[src/rtl/screen_sequencer_if.sv]
// Handshake bundle between the game/start logic and the screen sequencer.
// The sequencer takes the slave side; whatever drives start/game-over takes the master side.
interface screen_sequencer_if;
    logic       iStart;
    logic       iTwoPlayer;
    logic       iGameOver;
    logic       iWinner;
    logic       oDraw;
    logic [2:0] oSelect;
    logic       oGameEnable;
    logic       oBusy;
    logic       oFrameDone;

    modport master (
        output iStart,
        output iTwoPlayer,
        output iGameOver,
        output iWinner,
        input  oDraw,
        input  oSelect,
        input  oGameEnable,
        input  oBusy,
        input  oFrameDone
    );

    modport slave (
        input  iStart,
        input  iTwoPlayer,
        input  iGameOver,
        input  iWinner,
        output oDraw,
        output oSelect,
        output oGameEnable,
        output oBusy,
        output oFrameDone
    );
endinterface

[src/rtl/screen_sequencer.sv]
// Chooses which full-screen image the ROM drawer paints, holds draw-enable for one
// whole raster per image, and gates the game between title, mode and winner screens.
module screen_sequencer #(
    parameter int FRAME_PIXELS = 76800,
    parameter int HOLD_CYCLES  = 100000000
) (
    input  logic                  iClock,
    input  logic                  iReset,
    screen_sequencer_if.slave     bus
);
    localparam int DRAW_W = ($clog2(FRAME_PIXELS) > 17) ? $clog2(FRAME_PIXELS) : 17;
    localparam int HOLD_W = ($clog2(HOLD_CYCLES) > 27) ? $clog2(HOLD_CYCLES) : 27;
    localparam logic [DRAW_W-1:0] DRAW_LAST = DRAW_W'(FRAME_PIXELS - 1);
    localparam logic [HOLD_W-1:0] HOLD_LAST = HOLD_W'(HOLD_CYCLES - 1);

    localparam logic [2:0] SCR_TITLE = 3'd0;
    localparam logic [2:0] SCR_RED   = 3'd1;
    localparam logic [2:0] SCR_BLUE  = 3'd2;
    localparam logic [2:0] SCR_ONE   = 3'd3;
    localparam logic [2:0] SCR_TWO   = 3'd4;

    typedef enum logic [2:0] {
        S_INIT       = 3'd0,
        S_DRAW       = 3'd1,
        S_WAIT_START = 3'd2,
        S_HOLD       = 3'd3,
        S_GAME       = 3'd4
    } state_t;

    state_t            r_state;
    state_t            w_state_next;
    logic [2:0]        r_screen;
    logic [2:0]        w_screen_next;
    logic [DRAW_W-1:0] r_draw_cnt;
    logic [HOLD_W-1:0] r_hold_cnt;
    logic              r_frame_done;
    logic              w_draw_last;
    logic              w_hold_last;

    assign w_draw_last = (r_draw_cnt == DRAW_LAST);
    assign w_hold_last = (r_hold_cnt == HOLD_LAST);

    // State register
    always_ff @(posedge iClock) begin
        if (iReset) begin
            r_state <= S_INIT;
        end else begin
            r_state <= w_state_next;
        end
    end

    // Next state; the screen id only moves on an edge that enters S_DRAW
    always_comb begin
        w_state_next  = r_state;
        w_screen_next = r_screen;
        case (r_state)
            S_INIT: begin
                w_state_next  = S_DRAW;
                w_screen_next = SCR_TITLE;
            end
            S_DRAW: begin
                if (w_draw_last) begin
                    w_state_next = (r_screen == SCR_TITLE) ? S_WAIT_START : S_HOLD;
                end
            end
            S_WAIT_START: begin
                if (bus.iStart) begin
                    w_state_next  = S_DRAW;
                    w_screen_next = bus.iTwoPlayer ? SCR_TWO : SCR_ONE;
                end
            end
            S_HOLD: begin
                if (w_hold_last) begin
                    if (r_screen == SCR_RED || r_screen == SCR_BLUE) begin
                        w_state_next  = S_DRAW;
                        w_screen_next = SCR_TITLE;
                    end else begin
                        w_state_next = S_GAME;
                    end
                end
            end
            S_GAME: begin
                if (bus.iGameOver) begin
                    w_state_next  = S_DRAW;
                    w_screen_next = bus.iWinner ? SCR_BLUE : SCR_RED;
                end
            end
            default: begin
                w_state_next  = S_INIT;
                w_screen_next = SCR_TITLE;
            end
        endcase
    end

    // Counters run only while in their state and self-clear on the terminal count
    always_ff @(posedge iClock) begin
        if (iReset) begin
            r_screen     <= SCR_TITLE;
            r_draw_cnt   <= '0;
            r_hold_cnt   <= '0;
            r_frame_done <= 1'b0;
        end else begin
            r_screen     <= w_screen_next;
            r_frame_done <= (r_state == S_DRAW) && w_draw_last;
            if (r_state == S_DRAW && !w_draw_last) begin
                r_draw_cnt <= r_draw_cnt + 1'b1;
            end else begin
                r_draw_cnt <= '0;
            end
            if (r_state == S_HOLD && !w_hold_last) begin
                r_hold_cnt <= r_hold_cnt + 1'b1;
            end else begin
                r_hold_cnt <= '0;
            end
        end
    end

    // Outputs decoded purely from registered state
    always_comb begin
        bus.oDraw       = (r_state == S_DRAW);
        bus.oGameEnable = (r_state == S_GAME);
        bus.oBusy       = (r_state == S_DRAW) || (r_state == S_HOLD);
        bus.oSelect     = r_screen;
        bus.oFrameDone  = r_frame_done;
    end
endmodule

[src/flat_wrapper.sv]
// flat-port wrapper written by rule: the top's interface ports become plain ports
module screen_sequencer_flat 
#(
    parameter int FRAME_PIXELS = 76800,
    parameter int HOLD_CYCLES  = 100000000
)
  (iClock, iReset, bus_iStart, bus_iTwoPlayer, bus_iGameOver, bus_iWinner, bus_oDraw, bus_oSelect, bus_oGameEnable, bus_oBusy, bus_oFrameDone);
  screen_sequencer_if bus_i ();
  input  logic iClock;
  input  logic iReset;
  input wire logic [$bits(bus_i.iStart)-1:0] bus_iStart;
  input wire logic [$bits(bus_i.iTwoPlayer)-1:0] bus_iTwoPlayer;
  input wire logic [$bits(bus_i.iGameOver)-1:0] bus_iGameOver;
  input wire logic [$bits(bus_i.iWinner)-1:0] bus_iWinner;
  output wire logic [$bits(bus_i.oDraw)-1:0] bus_oDraw;
  output wire logic [$bits(bus_i.oSelect)-1:0] bus_oSelect;
  output wire logic [$bits(bus_i.oGameEnable)-1:0] bus_oGameEnable;
  output wire logic [$bits(bus_i.oBusy)-1:0] bus_oBusy;
  output wire logic [$bits(bus_i.oFrameDone)-1:0] bus_oFrameDone;
  assign bus_i.iStart = bus_iStart;
  assign bus_i.iTwoPlayer = bus_iTwoPlayer;
  assign bus_i.iGameOver = bus_iGameOver;
  assign bus_i.iWinner = bus_iWinner;
  assign bus_oDraw = bus_i.oDraw;
  assign bus_oSelect = bus_i.oSelect;
  assign bus_oGameEnable = bus_i.oGameEnable;
  assign bus_oBusy = bus_i.oBusy;
  assign bus_oFrameDone = bus_i.oFrameDone;
  screen_sequencer #(.FRAME_PIXELS(FRAME_PIXELS), .HOLD_CYCLES(HOLD_CYCLES)) u_core (.iClock(iClock), .iReset(iReset), .bus(bus_i));
endmodule
[config.mk]
export PLATFORM = sky130hd
export DESIGN_NAME = screen_sequencer_flat
export DESIGN_NICKNAME = d
export VERILOG_FILES = /design/src/rtl/screen_sequencer_if.sv /design/src/rtl/screen_sequencer.sv /design/src/flat_wrapper.sv
export SDC_FILE = /design/constraint.sdc
export NUM_CORES = 1
export LEC_CHECK = 0
export CAP_MARGIN = 20
export CORE_MARGIN = 2
export CORE_UTILIZATION = 59
export CTS_BUF_LIST = sky130_fd_sc_hd__clkbuf_4
export CTS_CLUSTER_SIZE = 20
export DETAILED_ROUTE_END_ITERATION = 6
export DONT_BUFFER_PORTS = 1
export GPL_TIMING_DRIVEN = 0
export PLACE_DENSITY_LB_ADDON = 0.1
export SLEW_MARGIN = 20
export SYNTH_ARGS = -nofsm -noshare
export SYNTH_HDL_FRONTEND = slang
export SYNTH_SLANG_ARGS = --single-unit
[constraint.sdc]
create_clock -name iClock -period 1.55 [get_ports iClock]
set_input_delay 0.2325 -clock iClock [delete_from_list [all_inputs] [get_ports iClock]]
set_output_delay 0.2325 -clock iClock [all_outputs]
set_load 0.005 [all_outputs]
==> metrics.txt <==
PortBufs=0; Total GRT Usage=0.225; Most used DFF post-synth=dfxtp_1; part of the Yosys area used for sequential elements=0.421; Worst setup SP type=register; 1st-pass router iterations=4; num rows=23; initial antenna violation count=0; first-pass GRT wire length=7960 um; Reg2Reg Depth=8; final hold viol count=0; Worst Hold Path Cells=3; largest net degree at the start of global routing=16; r2r setup slk=-0.13 ns; syn_area_per_cell=8.57 sq um; Pwr per Cell Area=703 nW/um^2; die area=4640 sq um; Area Overhead vs Synth=31.1%; warnings from Yosys=0; Critical Path End Type=register; Fmax achieved=0.596 GHz; WP data arrival=1.95 ns; HP Class=in -> reg; DR DRC count=0; # diodes=0; Final Skew=0.0119 ns; CTS Hold Bufs=0; routed len/inst=14.3 um; total core area=3970 sq um; crit path time final=1.68 ns; leakage power total=1.10 nW; Final #Nets=334; worst-path fanout max=6; Setup WS pre-CTS=-0.369 ns; Die Span Y=68.1 um; Tightest Pin Transition=0.431 ns; share of cells above drive strength 1=0.398; RR Endpoint=u_core.r_hold_cnt[21]; Clk Latency, worst-skew pair=0.37 ns; Area contributors post-synth=dfxtp_1, nor2_1, xor2_1, xnor2_1, nand3_1; Min-Delay Startpoint=bus_iGameOver; CP Data Required Time=1.82 ns; detailed-placement wirelength estimate=2960 um; Clock transition at path regs=0.14 ns; initial drt markers=176; Netlist cell types=42; Endpoint, Worst Hold=u_core.r_state[2]; Synth Register Bits=51; area share of the largest cell type after synthesis=0.421; Final Util=0.800; Final ANT Viol Nets=0; Total Wirelength=5400 um; Num CTS Buffers=5; Sink Count=51; most frequent cells in the layout=nor2_1, buf_4, dfxtp_1, xor2_1, nor2_2; failing checks=negative setup slack; io pins=13; worst r2r src=u_core.r_hold_cnt[10]; final setup fails=40; number of synthesized flops with an enable pin=0; via count=2117; max_slew headroom=0.711; max-cap violations=0; vias in the first global route=1915; cell taking the most area after synthesis=dfxtp_1; RSZ-0062 raised after global routing=yes; Synth async-reset ratio=0; clk root buf=clkbuf_4; Mapped Area=2420 sq um; Placer Congestion=0.766; Die Width=68.1 um; Syn Inst Count=283; commonest non-fill, non-tap cell in the layout=nor2_1; maximum VDD drop=0.000591 V; TritonCTS clock tree=yes; fin. max-slew vios=0; GRT overflow=0; setup tns final=-3.07 ns; post-synthesis net count=291; clock buffer depth=2; status=finished, violations left; initial core utilization=0.611; Crit Path Category=reg -> reg; Final WS setup=-0.128 ns; H-tree depth=2; Vias/cell=5.62; period utilization=1.08
[cells by family after synthesis]
kind of cell / share of synthesized area
simple gates: 0.344
flops: 0.421
xor+xnor: 0.144
compound gates: 0.0403
buf+inv: 0.0320
mux: 0.00826
fa+ha+maj: 0.0103
[final cells by class]
cell class | count | area, sq um
buffer | 9 | 87.6
clock buffer | 5 | 37.5
clock inverter | 3 | 38.8
fill | 233 | 793
inverter | 4 | 15.0
multi-input combinational | 219 | 1560
sequential | 51 | 1060
tap | 50 | 62.6
timing repair buffer | 36 | 308
[power breakdown]
| group | total, mW | switching [mW] | internal, mW |
|---|---|---|---|
| Clock | 0.754 | 0.422 | 0.333 |
| Combinational | 0.160 | 0.0823 | 0.0774 |
| Sequential | 1.32 | 0.00733 | 1.31 |
[per-layer routing]
| layer | track usage | routed length, um | vias up |
|---|---|---|---|
| met3 | 0.0510 | 171 | 8 |
| met5 | 0 | 0 | - |
| met1 | 0.272 | 2400 | 1009 |
| met2 | 0.393 | 2750 | 46 |
| met4 | 0.0750 | 76 | 0 |
| li1 | - | - | 1054 |
[state kept, by name (all words and copies together), names as in the netlist]
name and flops:
u_core.r_draw_cnt 17, u_core.bus.oSelect 3, u_core.r_state 3, u_core.bus.oFrameDone 1
u_core.r_hold_cnt 27
[Yosys cell counts (2+ instances only)]
library cell,number
buf_2,2
and2_1,2
and4_1,4
nand2b_1,6
and3_1,3
inv_1,4
or3b_2,2
nand4_1,14
nor3_1,8
ha_1,2
nor2b_1,2
or3_1,4
nor4_1,2
nand3_1,19
dfxtp_1,51
o21ai_0,5
a21oi_1,5
xnor2_1,15
clkbuf_1,3
buf_6,3
nor2_1,64
xor2_1,25
mux2i_1,2
nand2_1,18
[repair_timing]
item / CTS / global route
pin swaps: 14 / 17
gates resized for setup: 52 / 41
endpoints found under the setup margin: 47 / 49
gates cloned: 1 / 1
setup buffers: 30 / 6
[through the flow]
stage               cell area (sq um)  power, mW  hold slack (ns)  std cells
global route                     3180       2.30           0.0103        377
CTS                              2980       2.20           0.0198        372
floorplan                        2450       1.43            0.405        283
finish                           3180       2.23           0.0252        377
detailed placement               2510       1.45            0.428        333
global placement                 2510       1.45            0.425        333
[worst max-delay path by stage]
stage                     cells after the start               endpoint                   from  slack [ns]
after CTS                                     8  u_core.r_hold_cnt[17]  u_core.r_hold_cnt[17]       -0.10
after detailed placement                      6  u_core.r_hold_cnt[22]   u_core.r_hold_cnt[0]       -0.37
after global placement                        6  u_core.r_hold_cnt[22]   u_core.r_hold_cnt[0]       -0.46
after global routing                          8  u_core.r_hold_cnt[11]  u_core.r_hold_cnt[17]       -0.24
after floorplan                               7  u_core.r_hold_cnt[10]  u_core.r_hold_cnt[10]       -0.03
final                                         8  u_core.r_hold_cnt[21]  u_core.r_hold_cnt[10]       -0.13
[critical path, stage by stage (launching register included)]
cell	delay [ns]
dfxtp_2	0.37
nor4_4	0.25
nand4_1	0.14
buf_4	0.17
nor4_4	0.16
or2_1	0.15
buf_6	0.14
buf_6	0.14
nor2_1	0.04
Power figures use the tool's default switching activity.
